File: src/rtl/collision_monitor_pkg.sv
// collision_monitor_pkg: game state encodings shared with the game FSM, screen geometry
// and the confirm FSM states.
package collision_monitor_pkg;
    typedef enum logic [1:0] {
        GS_IDLE = 2'b00,
        GS_PLAY = 2'b01,
        GS_DEAD = 2'b10
    } gameState_e;

    localparam int SCREEN_W = 640;
    localparam int SCREEN_H = 480;
    localparam int X_W = $clog2(SCREEN_W);
    localparam int Y_W = $clog2(SCREEN_H);

    typedef enum logic [1:0] {
        ARMED,
        HIT,
        LATCHED
    } monState_e;
endpackage

File: src/rtl/collision_monitor_if.sv
// collision_monitor_if: scan/coverage inputs from the video side and collision results back.
interface collision_monitor_if #(
    parameter int CNT_W = 12
);
    logic                                 pix_en;
    logic                                 frame_tick;
    logic [collision_monitor_pkg::X_W-1:0] vga_x;
    logic [collision_monitor_pkg::Y_W-1:0] vga_y;
    logic                                 dino_px;
    logic                                 obs_px;
    logic [1:0]                           game_state;
    logic                                 collided;
    logic                                 collide_pulse;
    logic [collision_monitor_pkg::X_W-1:0] hit_x;
    logic [collision_monitor_pkg::Y_W-1:0] hit_y;
    logic [CNT_W-1:0]                     last_overlap;

    modport master (
        output pix_en, frame_tick, vga_x, vga_y, dino_px, obs_px, game_state,
        input  collided, collide_pulse, hit_x, hit_y, last_overlap
    );

    modport slave (
        input  pix_en, frame_tick, vga_x, vga_y, dino_px, obs_px, game_state,
        output collided, collide_pulse, hit_x, hit_y, last_overlap
    );
endinterface

File: src/rtl/collision_monitor_overlap_accum.sv
// collision_monitor_overlap_accum: gated saturating per-frame overlap counter with
// first-overlap coordinate capture; closeCnt/closeX/closeY already include a pixel coincident with frameTick.
module collision_monitor_overlap_accum
    import collision_monitor_pkg::*;
#(
    parameter int CNT_W = 12
) (
    input  logic             clk,
    input  logic             rst,
    input  logic             countEn,
    input  logic             pixEn,
    input  logic             overlap,
    input  logic             frameTick,
    input  logic [X_W-1:0]   vgaX,
    input  logic [Y_W-1:0]   vgaY,
    output logic [CNT_W-1:0] closeCnt,
    output logic [X_W-1:0]   closeX,
    output logic [Y_W-1:0]   closeY,
    output logic [CNT_W-1:0] lastOverlap
);
    logic [CNT_W-1:0] ovlCnt;
    logic             capValid;
    logic [X_W-1:0]   capX;
    logic [Y_W-1:0]   capY;
    logic             hitPix;

    assign hitPix   = countEn && pixEn && overlap;
    assign closeCnt = (hitPix && ovlCnt != '1) ? ovlCnt + 1'b1 : ovlCnt;
    assign closeX   = capValid ? capX : (hitPix ? vgaX : '0);
    assign closeY   = capValid ? capY : (hitPix ? vgaY : '0);

    always_ff @(posedge clk) begin
        if (rst) begin
            ovlCnt      <= '0;
            capValid    <= 1'b0;
            capX        <= '0;
            capY        <= '0;
            lastOverlap <= '0;
        end else if (frameTick) begin
            ovlCnt      <= '0;
            capValid    <= 1'b0;
            capX        <= '0;
            capY        <= '0;
            lastOverlap <= closeCnt;
        end else begin
            ovlCnt      <= closeCnt;
            capValid    <= capValid || hitPix;
            capX        <= closeX;
            capY        <= closeY;
        end
    end
endmodule

File: src/rtl/collision_monitor.sv
// collision_monitor: confirms dino/obstacle pixel overlap over consecutive hit frames
// and raises collided/collide_pulse for the game FSM.
module collision_monitor
    import collision_monitor_pkg::*;
#(
    parameter int PIX_THRESH = 4,
    parameter int CONFIRM_N  = 2,
    parameter int CNT_W      = 12
) (
    input logic                clk,
    input logic                rst,
    collision_monitor_if.slave bus
);
    localparam int STREAK_W = $clog2(CONFIRM_N + 1);

    monState_e           state;
    logic [STREAK_W-1:0] streak;
    logic                collided;
    logic                collidePulse;
    logic [X_W-1:0]      hitX;
    logic [Y_W-1:0]      hitY;
    logic [X_W-1:0]      closeX;
    logic [Y_W-1:0]      closeY;
    logic [CNT_W-1:0]    closeCnt;
    logic [CNT_W-1:0]    lastOverlap;
    logic                countEn;
    logic                frameHit;
    logic                confirm;

    // Overlap only accumulates while playing and not already latched.
    assign countEn  = bus.game_state == GS_PLAY && state == ARMED;
    assign frameHit = bus.game_state == GS_PLAY && closeCnt >= CNT_W'(PIX_THRESH);
    assign confirm  = int'(streak) + 1 >= CONFIRM_N;

    collision_monitor_overlap_accum #(
        .CNT_W(CNT_W)
    ) accum (
        .clk        (clk),
        .rst        (rst),
        .countEn    (countEn),
        .pixEn      (bus.pix_en),
        .overlap    (bus.dino_px && bus.obs_px),
        .frameTick  (bus.frame_tick),
        .vgaX       (bus.vga_x),
        .vgaY       (bus.vga_y),
        .closeCnt   (closeCnt),
        .closeX     (closeX),
        .closeY     (closeY),
        .lastOverlap(lastOverlap)
    );

    // HIT is the single cycle in which collide_pulse is visible.
    always_ff @(posedge clk) begin
        if (rst) begin
            state        <= ARMED;
            streak       <= '0;
            collided     <= 1'b0;
            collidePulse <= 1'b0;
            hitX         <= '0;
            hitY         <= '0;
        end else begin
            case (state)
                ARMED: begin
                    if (bus.frame_tick) begin
                        if (frameHit && confirm) begin
                            state        <= HIT;
                            collided     <= 1'b1;
                            collidePulse <= 1'b1;
                            hitX         <= closeX;
                            hitY         <= closeY;
                        end else begin
                            streak <= frameHit ? streak + 1'b1 : '0;
                        end
                    end
                end
                HIT: begin
                    collidePulse <= 1'b0;
                    state        <= LATCHED;
                end
                LATCHED: begin
                    if (bus.game_state == GS_IDLE) begin
                        state    <= ARMED;
                        streak   <= '0;
                        collided <= 1'b0;
                        hitX     <= '0;
                        hitY     <= '0;
                    end
                end
                default: state <= ARMED;
            endcase
        end
    end

    assign bus.collided      = collided;
    assign bus.collide_pulse = collidePulse;
    assign bus.hit_x         = hitX;
    assign bus.hit_y         = hitY;
    assign bus.last_overlap  = lastOverlap;
endmodule

File: src/flat_wrapper.sv
// flat-port wrapper written by rule: the top's interface ports become plain ports
module collision_monitor_flat import collision_monitor_pkg::*;
#(
    parameter int PIX_THRESH = 4,
    parameter int CONFIRM_N  = 2,
    parameter int CNT_W      = 12
)
  (clk, rst, bus_pix_en, bus_frame_tick, bus_vga_x, bus_vga_y, bus_dino_px, bus_obs_px, bus_game_state, bus_collided, bus_collide_pulse, bus_hit_x, bus_hit_y, bus_last_overlap);
  collision_monitor_if #(.CNT_W(CNT_W)) bus_i ();
  input logic clk;
  input logic rst;
  input wire logic [$bits(bus_i.pix_en)-1:0] bus_pix_en;
  input wire logic [$bits(bus_i.frame_tick)-1:0] bus_frame_tick;
  input wire logic [$bits(bus_i.vga_x)-1:0] bus_vga_x;
  input wire logic [$bits(bus_i.vga_y)-1:0] bus_vga_y;
  input wire logic [$bits(bus_i.dino_px)-1:0] bus_dino_px;
  input wire logic [$bits(bus_i.obs_px)-1:0] bus_obs_px;
  input wire logic [$bits(bus_i.game_state)-1:0] bus_game_state;
  output wire logic [$bits(bus_i.collided)-1:0] bus_collided;
  output wire logic [$bits(bus_i.collide_pulse)-1:0] bus_collide_pulse;
  output wire logic [$bits(bus_i.hit_x)-1:0] bus_hit_x;
  output wire logic [$bits(bus_i.hit_y)-1:0] bus_hit_y;
  output wire logic [$bits(bus_i.last_overlap)-1:0] bus_last_overlap;
  assign bus_i.pix_en = bus_pix_en;
  assign bus_i.frame_tick = bus_frame_tick;
  assign bus_i.vga_x = bus_vga_x;
  assign bus_i.vga_y = bus_vga_y;
  assign bus_i.dino_px = bus_dino_px;
  assign bus_i.obs_px = bus_obs_px;
  assign bus_i.game_state = bus_game_state;
  assign bus_collided = bus_i.collided;
  assign bus_collide_pulse = bus_i.collide_pulse;
  assign bus_hit_x = bus_i.hit_x;
  assign bus_hit_y = bus_i.hit_y;
  assign bus_last_overlap = bus_i.last_overlap;
  collision_monitor #(.PIX_THRESH(PIX_THRESH), .CONFIRM_N(CONFIRM_N), .CNT_W(CNT_W)) u_core (.clk(clk), .rst(rst), .bus(bus_i));
endmodule
File: config.mk
export PLATFORM = sky130hd
export DESIGN_NAME = collision_monitor_flat
export DESIGN_NICKNAME = d
export VERILOG_FILES = /design/src/rtl/collision_monitor_pkg.sv /design/src/rtl/collision_monitor_if.sv /design/src/rtl/collision_monitor_overlap_accum.sv /design/src/rtl/collision_monitor.sv /design/src/flat_wrapper.sv
export SDC_FILE = /design/constraint.sdc
export NUM_CORES = 1
export LEC_CHECK = 0
export ABC_AREA = 0
export CAP_MARGIN = 20
export CORE_MARGIN = 2
export CORE_UTILIZATION = 40
export DETAILED_ROUTE_END_ITERATION = 6
export PLACE_DENSITY = 0.7
export SKIP_CTS_REPAIR_TIMING = 1
export SLEW_MARGIN = 25
export SYNTH_ARGS = -nofsm -noshare
export SYNTH_HDL_FRONTEND = slang
export SYNTH_SLANG_ARGS = --single-unit
export TNS_END_PERCENT = 30
File: constraint.sdc
create_clock -name clk -period 5.1 [get_ports clk]
set_input_delay 0.765 -clock clk [delete_from_list [all_inputs] [get_ports clk]]
set_output_delay 0.765 -clock clk [all_outputs]
set_load 0.03 [all_outputs]
==> flow_summary_export.csv <==
group,metric,value,unit
detailed_routing,dr.pass1.iters,4,
timing,holdWs,458.5,ps
clocking,worstSkewPairLatency,360,ps
detailed_routing,wire_per_inst,13.35,µm
clocking,cts_buffers,9,
die,dieArea,0.008003,mm²
clocking,clkTransAtPathRegs,80,ps
timing,finalSetupViolCount,0,
die,core_area,0.007176,mm²
cells_and_area,multi_input_comb_area,0.001410,mm²
synthesis,async_reset_ff_frac,0,
worst_setup_path,critPathKind,"in -> reg",
timing,fmaxAchievable,262.0,MHz
clocking,cts_htree_levels,3,
die,io_pins,60,
synthesis,synth_top_area_frac,0.4728,
worst_setup_path,start_kind,"primary input",
synthesis,yosysMostFrequentCell,"dfxtp_1",
cells_and_area,nets,409,
timing,setup_tns,0,ps
run_status,status,"complete, no violations",
detailed_routing,drc,0,
synthesis,ys.flop_type,"dfxtp_1",
pwr,leakage,1.414,nW
die,placement_rows,31,
timing,fin_skew,11.76,ps
synthesis,synth_edf_count,0,
cells_and_area,design_area,0.003756,mm²
placed_design,dp_hpwl,4368,µm
timing,finalCritPeriodShare,0.7483,
placed_design,placed_area,0.003548,mm²
worst_setup_path,cp-end-kind,"flip-flop",
timing,worstMarginPinSlew,900.2,ps
global_routing,grt_pass1_wl,10510,µm
die,start_util,0.4071,
global_routing,antenna_found_initial,0,
cells_and_area,seqCellArea,0.001383,mm²
clocking,clock-sinks,69,
synthesis,yosysWarnings,0,
timing,slew_viol_final,0,
timing,hold_viol,0,
global_routing,track_usage,0.1731,
timing,fin_crit,3816,ps
pwr,power.density,286.8,mW/mm²
placed_design,io_buffers,59,
cells_and_area,layout-drive-gt1-share,0.08571,
detailed_routing,avgViaCountPerCell,5.014,
synthesis,syn_nets,359,
clocking,cts_tree,"built",
detailed_routing,totalWireLength,6460,µm
global_routing,grt_overflow,0,
timing,grt_setup_unrepaired,"false",
synthesis,synth_area_leader_cell,"dfxtp_1",
synthesis,ys_top_cells_by_count,"dfxtp_1 (69), nor2_1 (50), nand2_1 (33), clkbuf_1 (16), a21oi_1 (14)",
synthesis,synth.distinct_cells,49,
pwr,irDropWorstVdd,0.0001368,V
clocking,root_buffer,"clkbuf_8",
die,die_w,89.46,µm
clocking,cts.path.max_buffers,2,
cells_and_area,antennaDiodeCount,0,
timing,slew_headroom,0.3977,
die,fp.dieH,89.46,µm
synthesis,synth_area_leaders,"dfxtp_1 (47%), nor2_1 (6.4%), nand2_1 (4.2%)",
global_routing,grt_pass1_vias,2255,
flow_run,cap_violations,0,
detailed_routing,ant_nets,0,
placed_design,place_congestion,0.8759,
synthesis,synth_cells,330,
detailed_routing,vias,2427,
synthesis,yosysSeqAreaShare,0.4728,
synthesis,syn_avg_cell_area,8.853,µm²
detailed_routing,dr.first_iter.drc_count,144,
cells_and_area,nFillCells,681,
worst_setup_path,arrival,4120,ps
worst_setup_path,crit_fanout,24,
global_routing,grt_max_degree,40,
cells_and_area,area_delta_synth_final,28.57,%
synthesis,synthesis.area,0.002922,mm²
hold_path,min-delay-path-class,"reg -> reg",
worst_setup_path,worstPathRequired,5400,ps
synthesis,synth_seq_cells,69,
-- path summary, 6_finish.rpt --
kind              slack [ps]                  end  depth (start not counted)           startpoint
hold / removal           460  u_core.bus.hit_x[5]                          1  u_core.bus.hit_x[5]
setup / recovery        1280  u_core.bus.hit_x[2]                         10    bus_game_state[0]
setup reg to reg        1780  u_core.bus.hit_x[2]                          9      u_core.state[0]
hold reg to reg          460  u_core.bus.hit_x[5]                          1  u_core.bus.hit_x[5]
-- placed cells by master (no fill, tap or decap), drive strengths merged, types with 5 or more instances in the layout --
master,instances
nor2,51
dfxtp,69
a21o,11
a21oi,14
inv,7
a211oi,10
nand2,33
clkdlybuf4s50,59
xor2,6
nor2b,12
o211ai,5
mux2i,5
o21ai,18
clkbuf,10
nor3,14
nand3,10
a22o,10
-- critical path: stages --
cell             delay [ps]
clkdlybuf4s50_1         500
or4b_4                  540
nor2_4                  480
and3_1                  320
nor3_1                   80
o21ai_2                 210
o21ai_1                  80
buf_4                   180
nor2_1                  700
a22o_1                  260
-- power by group --
group / leakage (nW) / switching [W] / internal [W]
Sequential: 0.558 / 0.00000273 / 0.000543
Combinational: 0.761 / 0.0000359 / 0.0000330
Clock: 0.0955 / 0.000221 / 0.000242
Total: 1.41 / 0.000259 / 0.000818
-- final cells by class --
class / count / share of cell area
multi-input combinational: 233 / 0.3754
sequential: 69 / 0.3681
timing repair buffer: 62 / 0.1632
clock buffer: 10 / 0.03664
tap: 99 / 0.03298
clock inverter: 6 / 0.01865
inverter: 5 / 0.004997
-- stage by stage --
stage | setup WS [ps] | instances | utilization | power, W
2_1_floorplan | 2164 | 330 | - | 0.0005928
6_report | 1284 | 484 | 0.5235 | 0.001077
3_5_place_dp | 894.2 | 468 | 0.4945 | 0.0006271
5_1_grt | 970.7 | 484 | 0.5235 | 0.001112
4_1_cts | 1266 | 484 | 0.5235 | 0.001086
3_3_place_gp | 1031 | 468 | 0.4943 | 0.0006261
-- per-layer routing --
metal / up-vias / track usage / routed length, µm
met5: - / 0 / 0
met1: 1117 / 0.2344 / 3121
met2: 56 / 0.2586 / 2965
met4: 0 / 0.08141 / 106
met3: 9 / 0.04340 / 267
li1: 1245 / - / -
-- state kept, by name (all words and copies together), names as in the netlist --
name and cells:
u_core.accum.capValid 1, u_core.accum.capX 10, u_core.accum.capY 9, u_core.accum.lastOverlap 12, u_core.accum.ovlCnt 12, u_core.bus.collide_pulse 1, u_core.bus.collided 1, u_core.bus.hit_x 10
u_core.bus.hit_y 9, u_core.state 2, u_core.streak 2
-- cells by family after synthesis --
logic type               after synthesis  share of synthesized area
AO/OA/AOI/OAI                         75                     0.1863
adder cells (fa/ha/maj)                2                   0.008564
XOR/XNOR                               9                    0.02698
flip-flops                            69                     0.4728
multiplexers                           6                    0.02099
buffers and inverters                 28                    0.04454
AND/OR/NAND/NOR                      141                     0.2398
Power figures use the tool's default switching activity.
